[config.mk]
export PLATFORM = sky130hd
export DESIGN_NAME = digit_serial_adder
export DESIGN_NICKNAME = d
export VERILOG_FILES = /design/src/rtl/digit_serial_adder_pkg.sv /design/src/rtl/digit_serial_adder_slice.sv /design/src/rtl/digit_serial_adder.sv
export SDC_FILE = /design/constraint.sdc
export NUM_CORES = 1
export LEC_CHECK = 0
export ABC_AREA = 1
export CORE_ASPECT_RATIO = 0.5
export CORE_MARGIN = 2
export CORE_UTILIZATION = 28
export CTS_CLUSTER_SIZE = 20
export DETAILED_ROUTE_END_ITERATION = 7
export SLEW_MARGIN = 25
export SYNTH_ARGS = -nofsm -noshare
export SYNTH_HDL_FRONTEND = slang
export SYNTH_SLANG_ARGS = --single-unit
[constraint.sdc]
create_clock -name clk -period 5.7 [get_ports clk]
set_input_delay 0.57 -clock clk [delete_from_list [all_inputs] [get_ports clk]]
set_output_delay 0.57 -clock clk [all_outputs]
set_load 0.1 [all_outputs]
[src/rtl/digit_serial_adder_pkg.sv]
// digit_serial_adder_pkg: shared FSM encoding and default sizes for the digit-serial adder
// Exports: state_t (IDLE/RUN/DONE), DEF_WIDTH, DEF_DIGIT
package digit_serial_adder_pkg;

    typedef enum logic [1:0] {
        IDLE = 2'd0,
        RUN  = 2'd1,
        DONE = 2'd2
    } state_t;

    localparam int DEF_WIDTH = 16;
    localparam int DEF_DIGIT = 4;

endpackage

[src/rtl/digit_serial_adder_slice.sv]
// digit_serial_adder_slice: combinational DIGIT-bit adder slice shared by every digit cycle
// Ports: a, b (DIGIT-bit digits), ci (carry in) -> sum, co (carry out), c_msb (carry into the top bit)
module digit_serial_adder_slice #(
    parameter int DIGIT = 4
) (
    input  logic [DIGIT-1:0] a,
    input  logic [DIGIT-1:0] b,
    input  logic             ci,
    output logic [DIGIT-1:0] sum,
    output logic             co,
    output logic             c_msb
);

    always_comb begin
        {co, sum} = {1'b0, a} + {1'b0, b} + (DIGIT+1)'(ci);
        // the top sum bit is a^b^carry_in, so the carry that entered it falls out by xor
        c_msb = sum[DIGIT-1] ^ a[DIGIT-1] ^ b[DIGIT-1];
    end

endmodule

[src/rtl/digit_serial_adder.sv]
// digit_serial_adder: WIDTH-bit add/subtract done DIGIT bits per clock, LSB digit first
// Ports: clk, rst_n (sync, active low); start/sub/c_in/x/y request, latched on accept while ready;
//        ready (IDLE or DONE), done (one-cycle result pulse); registered s, c_out (not-borrow on sub), ovf
module digit_serial_adder
    import digit_serial_adder_pkg::*;
#(
    parameter int WIDTH = DEF_WIDTH,
    parameter int DIGIT = DEF_DIGIT
) (
    input  logic             clk,
    input  logic             rst_n,
    input  logic             start,
    input  logic             sub,
    input  logic             c_in,
    input  logic [WIDTH-1:0] x,
    input  logic [WIDTH-1:0] y,
    output logic             ready,
    output logic             done,
    output logic [WIDTH-1:0] s,
    output logic             c_out,
    output logic             ovf
);

    localparam int N  = WIDTH / DIGIT;
    localparam int KW = $clog2(N) + 1;

    if (WIDTH % DIGIT != 0) begin : g_bad_width
        $fatal(1, "digit_serial_adder: WIDTH must be a multiple of DIGIT");
    end

    state_t            state_q, state_d;
    logic [KW-1:0]     k_q, k_d;
    logic [WIDTH-1:0]  a_q, a_d, b_q, b_d, r_q, r_d, s_q, s_d;
    logic              carry_q, carry_d, c_out_q, c_out_d, ovf_q, ovf_d;
    logic [DIGIT-1:0]  sum;
    logic              co, c_msb, accept, last;
    logic [WIDTH-1:0]  r_shift;

    digit_serial_adder_slice #(.DIGIT(DIGIT)) u_slice (
        .a     (a_q[DIGIT-1:0]),
        .b     (b_q[DIGIT-1:0]),
        .ci    (carry_q),
        .sum   (sum),
        .co    (co),
        .c_msb (c_msb)
    );

    assign ready = (state_q == IDLE) || (state_q == DONE);
    assign done  = state_q == DONE;
    assign s     = s_q;
    assign c_out = c_out_q;
    assign ovf   = ovf_q;

    always_comb begin
        state_d = state_q;
        k_d     = k_q;
        a_d     = a_q;
        b_d     = b_q;
        r_d     = r_q;
        s_d     = s_q;
        carry_d = carry_q;
        c_out_d = c_out_q;
        ovf_d   = ovf_q;
        accept  = start && ready;
        last    = k_q == KW'(N - 1);
        // shifting through the concatenation keeps the DIGIT == WIDTH case free of empty slices
        r_shift = WIDTH'({sum, r_q} >> DIGIT);
        if (state_q == RUN) begin
            a_d     = a_q >> DIGIT;
            b_d     = b_q >> DIGIT;
            r_d     = r_shift;
            carry_d = co;
            k_d     = k_q + KW'(1);
            if (last) begin
                state_d = DONE;
                s_d     = r_shift;
                c_out_d = co;
                ovf_d   = co ^ c_msb;
            end
        end else begin
            state_d = accept ? RUN : IDLE;
            if (accept) begin
                a_d     = x;
                b_d     = sub ? ~y : y;
                carry_d = c_in ^ sub;
                k_d     = '0;
            end
        end
    end

    always_ff @(posedge clk) begin
        if (!rst_n) begin
            state_q <= IDLE;
            k_q     <= '0;
            a_q     <= '0;
            b_q     <= '0;
            r_q     <= '0;
            s_q     <= '0;
            carry_q <= 1'b0;
            c_out_q <= 1'b0;
            ovf_q   <= 1'b0;
        end else begin
            state_q <= state_d;
            k_q     <= k_d;
            a_q     <= a_d;
            b_q     <= b_d;
            r_q     <= r_d;
            s_q     <= s_d;
            carry_q <= carry_d;
            c_out_q <= c_out_d;
            ovf_q   <= ovf_d;
        end
    end

endmodule

==> results.sh, run 1 <==
export IMPL_status="completed"
export IMPL_drt_iter0_markers=167
export IMPL_grt_pass1_wl_um=10700
export IMPL_r2r_slack_ns=3.71
export IMPL_crit_type="reg -> out"
export IMPL_syn_inst=353
export IMPL_antenna_cells=0
export IMPL_wl_per_cell_um=12.4
export IMPL_yosys_top_cells_area="dfxtp_1 48%, nand2_1 9.1%, o21ai_0 7.6%, xnor2_1 5.2%, inv_1 4.1%"
export IMPL_muxShareOfSynthArea=0
export IMPL_finalInstanceArea_um2=3780
export IMPL_io_buffers=56
export IMPL_synth_adder_area_share=0.0360
export IMPL_final_min_clock_period_ns=2.47
export IMPL_holdPathEnd="a_q[12]"
export IMPL_clk_latency_ns=0.33
export IMPL_postCtsSetupBuffers=0
export IMPL_cts_root_buffer="clkbuf_16"
export IMPL_finalSetupViolations=0
export IMPL_die_x_um=147
export IMPL_crit_arrival_ns=1.90
export IMPL_dpl_worst_slack_ns=3.18
export IMPL_setup_ws_ns=3.23
export IMPL_vias_per_cell=4.47
export IMPL_hp_class="reg -> reg"
export IMPL_ios=57
export IMPL_synth_top_family_by_area="compound AO/OA/AOI/OAI gates"
export IMPL_cp_max_fo=3
export IMPL_drc=0
export IMPL_synth_top_area_cell="dfxtp_1"
export IMPL_p_per_area_nw_per_um2=324
export IMPL_placed_area_um2=3470
export IMPL_antenna_found_initial=0
export IMPL_synthXorXnorAreaFrac=0.0553
export IMPL_drv_cap=0
export IMPL_hp_start="a_q[12]"
export IMPL_dpl_hpwl_um=4680
export IMPL_rsz0062_at_grt="false"
export IMPL_postSynth_asyncResetShare=0
export IMPL_clock_fmax_mhz=405
export IMPL_r2r_end="ovf"
export IMPL_cts_repair_resized=0
export IMPL_vdd_ir_drop_max_uv=120
export IMPL_start_kind="flip-flop"
export IMPL_clock_path_buffers=2
export IMPL_ctsHoldBuffers=0
export IMPL_fin_nets=445
export IMPL_synth_top_area_share=0.478
export IMPL_final_period_utilization=0.434
export IMPL_first_pass_iters=4
export IMPL_slew_viol_final=0
export IMPL_reg2reg_from="a_q[0]"
export IMPL_drive_gt1_frac=0.0714
export IMPL_tns_ns=0
export IMPL_gp_congestion=0.775
export IMPL_worstHoldPathCells=2
export IMPL_relSlewSlack=0.350
export IMPL_die_area_um2=11000
export IMPL_cts_buffers=9
export IMPL_clkTransAtPathRegs_ns=0.05
export IMPL_synth_top_cells_by_count="69 x nand2_1, 68 x dfxtp_1, 43 x o21ai_0"
export IMPL_netlist_area_um2=2850
export IMPL_synth_compound_area_frac=0.194
export IMPL_yosys_cell_count_top_type="nand2_1"
export IMPL_yosys_warnings=0
export IMPL_synth_seq_cells=68
export IMPL_cp_data_required_time_ns=5.13
export IMPL_final_antenna_net_count=0
export IMPL_leakage_uw=0.00141
export IMPL_grt_max_degree=35
export IMPL_overflow=0
export IMPL_hold_viol=0
export IMPL_start_util=0.295
export IMPL_synthToLayoutAreaGrowth_pct=32.7
export IMPL_syn_nets=397
export IMPL_tightest_slew_ns=0.972
export IMPL_r2r_cells=10
export IMPL_cts_tree="done"
export IMPL_cp_end_kind="primary output"
export IMPL_skew_ns=0.00488
export IMPL_cts_sinks=68
export IMPL_synth_ff_type="dfxtp_1"
export IMPL_synth_seq_area_share=0.478
export IMPL_synth_edf_count=0
export IMPL_first_global_vias=2268
export IMPL_wirelength_um=6700
export IMPL_vias=2419
export IMPL_synth_cell_types=30
export IMPL_fp_coreArea_um2=9670
export IMPL_placementRows=25
export IMPL_die_h_um=75.3
export IMPL_htreeDepth=3
export IMPL_syn_avg_cell_area_um2=8.07
export IMPL_grt_usage=0.126
export IMPL_synth_simple_area_share=0.148
==> metal layers <==
metal / GRT usage / vias up / part of all wire
met3: 0.0461 / 13 / 0.056
met4: 0.0464 / 0 / 0.017
met1: 0.156 / 1092 / 0.48
li1: - / 1254 / -
met5: 0 / - / 0
met2: 0.208 / 60 / 0.44
==> cell type report <==
| type | instances | area [µm²] |
|---|---|---|
| fill | 981 | 5890 |
| sequential | 68 | 1360 |
| multi-input combinational | 228 | 1240 |
| timing repair buffer | 57 | 568 |
| clock buffer | 16 | 302 |
| tap | 135 | 169 |
| inverter | 37 | 140 |
==> cell families (layout without fill, tap and decap cells) <==
family	after synthesis	after routing
compound gates	99	99
xor+xnor	18	18
fa+ha+maj	7	7
buf+inv	57	110
flops	68	68
simple gates	104	104
==> metrics by stage <==
step,total power [µW],hold slack [ns],cells,utilization
after floorplan,640,0.429,353,-
after global placement,690,0.443,525,0.359
after detailed placement,692,0.447,525,0.359
after CTS,1240,0.457,541,0.391
after global routing,1280,0.484,541,0.391
final,1230,0.458,541,0.391
==> worst max-delay path by stage <==
stage	from	to	slack (ns)	cells after the start
global route	state_q[1]	done	3.17	3
floorplan	state_q[1]	done	3.54	2
CTS	state_q[0]	done	3.20	2
finish	state_q[0]	done	3.23	2
global placement	rst_n	r_q[14]	3.24	6
detailed placement	rst_n	r_q[15]	3.18	6
==> worst max-delay path, cell delays in order (launching register included) <==
cell and delay, ns:
dfxtp_1 0.33, nor2_1 0.11, clkdlybuf4s50_1 1.13
==> report_power, final <==
part / internal, µW / leakage [µW] / switching (µW)
Clock: 354 / 0.000149 / 190
Sequential: 503 / 0.000554 / 13.8
Combinational: 64.9 / 0.000711 / 100
==> state kept, by name, summed over array words and instances, names as in the netlist <==
name,flops
state_q,2
r_q,12
c_out,1
k_q,3
carry_q,1
b_q,16
ovf,1
s,16
a_q,16
==> layout by cell type (no fill, tap or decap), types with 7 or more instances in the layout <==
cell              n
a21oi_1          23
a31oi_1          10
clkbuf_16         9
clkdlybuf4s50_1  56
dfxtp_1          68
inv_1            31
nand2_1          69
nand3_1           8
nor2_1           20
o21ai_0          43
o21ai_1           7
o22ai_1          11
xnor2_1          17
Power figures use the tool's default switching activity.
==> inputs of run 2 (changes only) <==
==> constraint.sdc (replaced) <==
create_clock -name clk -period 2.3 [get_ports clk]
set_input_delay 0.23 -clock clk [delete_from_list [all_inputs] [get_ports clk]]
set_output_delay 0.23 -clock clk [all_outputs]
set_load 0.1 [all_outputs]
==> results.sh, run 2 (same netlist as run 1, synthesis figures left out) <==
export IMPL_clock_path_buffers=2
export IMPL_dpl_hpwl_um=4660
export IMPL_switching_share=0.242
export IMPL_cp_num_buf_inv=0
export IMPL_final_period_utilization=0.827
export IMPL_clk_latency_ns=0.33
export IMPL_slew_viol_final=0
export IMPL_drive_gt1_frac=0.136
export IMPL_first_pass_iters=4
export IMPL_vdd_ir_drop_max_uv=299
export IMPL_hp_class="reg -> reg"
export IMPL_fin_nets=450
export IMPL_power_frac_clock=0.475
export IMPL_final_min_clock_period_ns=1.90
export IMPL_ctsHoldBuffers=0
export IMPL_synthToLayoutAreaGrowth_pct=33.3
export IMPL_drt_iter0_markers=113
export IMPL_r2r_slack_ns=0.40
export IMPL_tightest_slew_ns=0.398
export IMPL_rsz0062_at_grt="false"
export IMPL_io_buffers=56
export IMPL_cts_root_buffer="clkbuf_16"
export IMPL_cts_repair_resized=0
export IMPL_start_kind="flip-flop"
export IMPL_cts_tree="done"
export IMPL_ios=57
export IMPL_clock_fmax_mhz=526
export IMPL_wl_per_cell_um=12.1
export IMPL_internal_power_uw=2450
export IMPL_postCtsSetupBuffers=0
export IMPL_grt_usage=0.130
export IMPL_critPathTopFamily="adder cells"
export IMPL_status="completed"
export IMPL_cp_data_required_time_ns=2.52
export IMPL_first_global_vias=2313
export IMPL_die_h_um=75.3
export IMPL_grt_max_degree=29
export IMPL_tns_ns=0
export IMPL_power_frac_comb=0.128
export IMPL_leakage_uw=0.00150
export IMPL_drv_cap=0
export IMPL_antenna_cells=0
export IMPL_htreeDepth=3
export IMPL_overflow=0
export IMPL_relSlewSlack=0.734
export IMPL_crit_chain="fa_1 -> fa_1 -> nand3_1 -> nand2_1 -> nand2_1 -> nand2_1 -> nand3_1 -> nand2_1 -> nor2_1 -> nor2_1"
export IMPL_power_switching_uw=780
export IMPL_crit_type="reg -> reg"
export IMPL_die_x_um=147
export IMPL_cp_end_kind="flip-flop"
export IMPL_crit_arrival_ns=2.13
export IMPL_placed_cells=530
export IMPL_final_common_cell="nand2_1"
export IMPL_cts_buffers=9
export IMPL_fp_coreArea_um2=9670
export IMPL_vias=2368
export IMPL_placementRows=25
export IMPL_dpl_worst_slack_ns=0.421
export IMPL_gp_congestion=0.777
export IMPL_antenna_found_initial=0
export IMPL_cts_sinks=68
export IMPL_finalSetupViolations=0
export IMPL_pwr_share_seq=0.397
export IMPL_final_antenna_net_count=0
export IMPL_start_util=0.295
export IMPL_vias_per_cell=4.34
export IMPL_clkTransAtPathRegs_ns=0.05
export IMPL_slowest_delay_ns=0.47
export IMPL_cp_max_fo=3
export IMPL_drc=0
export IMPL_p_per_area_nw_per_um2=849
export IMPL_crit_top_cell="nand2_1"
export IMPL_hold_viol=0
export IMPL_setup_ws_ns=0.399
export IMPL_die_area_um2=11000
export IMPL_instances_no_fill=546
export IMPL_wirelength_um=6620
export IMPL_final_cell_mix="69 x nand2_1, 68 x dfxtp_1, 43 x o21ai_0"
export IMPL_grt_pass1_wl_um=11000
export IMPL_skew_ns=0.00569
export IMPL_crit_path_top_delay_cell="fa_1"
run 2: cell types whose count changed in the layout (fill, tap and decap cells not counted):
cell	change
bufinv_16	+2
nor2_2	+1
clkdlybuf4s50_1	-20
clkinv_2	+2
buf_4	+25
nor2_4	-1
clkbuf_8	-2
clkbuf_1	-2
run 2: power by group through the flow:
stage	sequential [µW]	clock [µW]	combinational [µW]
after CTS	1280	1560	417
after global routing	1290	1620	461
after detailed placement	1310	0	415
final	1280	1530	411
after floorplan	1310	0	274
after global placement	1300	0	411
run 2: layout make-up:
| class | count | area, µm² |
|---|---|---|
| clock buffer | 12 | 267 |
| fill | 1004 | 5870 |
| inverter | 37 | 140 |
| tap | 135 | 169 |
| timing repair buffer | 62 | 556 |
| sequential | 68 | 1360 |
| clock inverter | 4 | 70.1 |
| multi-input combinational | 228 | 1230 |
run 2: final timing paths:
kind | cells past startpoint | startpoint | end
worst max-delay path | 10 | a_q[0] | ovf
worst min register to register | 2 | a_q[14] | a_q[14]
worst max register to register | 10 | a_q[0] | ovf
worst min-delay path | 2 | a_q[14] | a_q[14]
run 2: metrics by stage:
step | instance area [µm²] | hold WS, ns | utilization | power, µW
floorplan | 2850 | 0.366 | - | 1580
global placement | 3460 | 0.438 | 0.358 | 1720
detailed placement | 3460 | 0.447 | 0.358 | 1720
CTS | 3800 | 0.455 | 0.393 | 3260
global route | 3800 | 0.472 | 0.393 | 3360
finish | 3800 | 0.451 | 0.393 | 3220
run 2: metal layers:
layer	wire (µm)	track usage	up-vias
met5	0	0	-
met4	143	0.0615	0
met3	277	0.0419	12
met2	2860	0.211	40
met1	3340	0.160	1051
li1	-	-	1265
run 2: worst register-to-register path, delay by kind of cell (launching register included):
kind | cells | cell delay [ns]
fa+ha+maj | 2 | 0.89
flops | 1 | 0.32
simple gates | 8 | 0.60
==> inputs of run 3 (changes only) <==
==> constraint.sdc (replaced) <==
create_clock -name clk -period 1.7 [get_ports clk]
set_input_delay 0.17 -clock clk [delete_from_list [all_inputs] [get_ports clk]]
set_output_delay 0.17 -clock clk [all_outputs]
set_load 0.1 [all_outputs]
==> results.sh, run 3 (same netlist as run 1, synthesis figures left out) <==
export IMPL_wirelength_um=6750
export IMPL_vias_per_cell=4.40
export IMPL_overflow=0
export IMPL_clk_latency_ns=0.33
export IMPL_cp_num_buf_inv=0
export IMPL_grt_max_degree=31
export IMPL_final_min_clock_period_ns=1.73
export IMPL_htreeDepth=3
export IMPL_dpl_hpwl_um=4860
export IMPL_finalSetupViolations=1
export IMPL_grt_usage=0.129
export IMPL_drv_cap=0
export IMPL_leakage_uw=0.00157
export IMPL_clock_path_buffers=2
export IMPL_die_area_um2=11000
export IMPL_violations="negative setup slack"
export IMPL_clock_fmax_mhz=578
export IMPL_rsz0062_at_grt="true"
export IMPL_drive_gt1_frac=0.184
export IMPL_ios=57
export IMPL_cts_tree="done"
export IMPL_final_cell_mix="67 x dfxtp_1, 66 x nand2_1, 43 x o21ai_0"
export IMPL_ctsHoldBuffers=0
export IMPL_critPathTopFamily="adder cells"
export IMPL_slew_viol_final=0
export IMPL_crit_path_top_delay_cell="fa_2"
export IMPL_final_period_utilization=1.02
export IMPL_antenna_found_initial=0
export IMPL_die_x_um=147
export IMPL_fp_coreArea_um2=9670
export IMPL_postCtsSetupBuffers=0
export IMPL_dpl_worst_slack_ns=-0.101
export IMPL_tightest_slew_ns=0.407
export IMPL_cp_max_fo=3
export IMPL_r2r_cells=10
export IMPL_crit_chain="fa_2 -> fa_2 -> nand3_2 -> nand2_2 -> nand2_2 -> nand2_2 -> nand3_2 -> nand2_1 -> nor2_1 -> nor2_1"
export IMPL_drt_iter0_markers=69
export IMPL_slowest_delay_ns=0.39
export IMPL_cp_data_required_time_ns=1.91
export IMPL_wl_per_cell_um=12.1
export IMPL_cts_root_buffer="clkbuf_16"
export IMPL_final_common_cell="dfxtp_1"
export IMPL_gp_congestion=0.803
export IMPL_crit_type="reg -> reg"
export IMPL_fin_nets=463
export IMPL_start_util=0.295
export IMPL_drc=0
export IMPL_cts_buffers=9
export IMPL_first_pass_iters=4
export IMPL_crit_arrival_ns=1.94
export IMPL_io_buffers=56
export IMPL_grt_pass1_wl_um=11100
export IMPL_vias=2461
export IMPL_worstHoldPathCells=3
export IMPL_placementRows=25
export IMPL_first_global_vias=2348
export IMPL_vdd_ir_drop_max_uv=412
export IMPL_final_antenna_net_count=0
export IMPL_relSlewSlack=0.728
export IMPL_skew_ns=0.00350
export IMPL_cts_sinks=68
export IMPL_setup_ws_ns=-0.0306
export IMPL_status="complete, but fails checks"
export IMPL_fin_util=0.414
export IMPL_hold_viol=0
export IMPL_crit_cells=10
export IMPL_p_per_area_nw_per_um2=1080
export IMPL_cp_end_kind="flip-flop"
export IMPL_clkTransAtPathRegs_ns=0.05
export IMPL_crit_top_cell="nand2_2"
export IMPL_synthToLayoutAreaGrowth_pct=40.6
export IMPL_start_kind="flip-flop"
export IMPL_hp_class="in -> reg"
export IMPL_die_h_um=75.3
export IMPL_antenna_cells=0
run 3: changes by cell type in the layout (fill, tap and decap cells not counted), sizes merged:
cell and change:
clkinv +1, buf +13, clkbuf -1
run 3: metrics by stage:
stage	hold slack [ns]	cells	TNS (ns)	power [µW]	instance area, µm²
floorplan	0.306	353	-0.0484	2150	2850
global placement	0.438	543	-0.149	2370	3660
detailed placement	0.443	543	-0.172	2380	3660
CTS	0.420	559	-0.0214	4370	3990
global route	0.446	559	-0.254	4520	4010
finish	0.433	559	-0.0306	4330	4010
run 3: worst min-delay path, delay by kind of cell:
kind,cells,cell delay (ns)
compound gates,1,0.07
buf+inv,1,0.39
simple gates,1,0.07
run 3: final cells by class:
type | count | area [µm²]
fillers | 991 | 5660
flip-flops and latches | 68 | 1360
multi-input cells | 228 | 1260
repair buffers | 75 | 753
clock buffers | 11 | 243
well taps | 135 | 169
inverters | 37 | 140
clock inverters | 5 | 75.1
run 3: final timing paths:
check	from	end	slack (ns)
setup / recovery	a_q[0]	ovf	-0.03
hold / removal	x[7]	a_q[7]	0.43
setup reg to reg	a_q[0]	ovf	-0.03
hold reg to reg	a_q[13]	a_q[13]	0.45
run 3: timing repair:
item,in CTS,in global routing
setup endpoints to repair,3,4
gates cloned,0,0
resized for setup,3,5
pin swaps,0,0
run 3: routing by layer:
layer | global-route usage | share of wire | vias up | routed length [µm]
met5 | 0 | 0 | - | 0
li1 | - | - | 1295 | -
met2 | 0.204 | 0.43 | 54 | 2920
met1 | 0.167 | 0.51 | 1102 | 3430
met3 | 0.0443 | 0.048 | 10 | 321
met4 | 0.0475 | 0.012 | 0 | 80
run 3: power by group:
part / leakage (µW) / switching [µW] / total, µW / internal, µW
registers: 0.000554 / 46.7 / 1730 / 1690
logic: 0.000860 / 353 / 622 / 268
clock network: 0.000159 / 657 / 1970 / 1320
total: 0.00157 / 1060 / 4330 / 3270
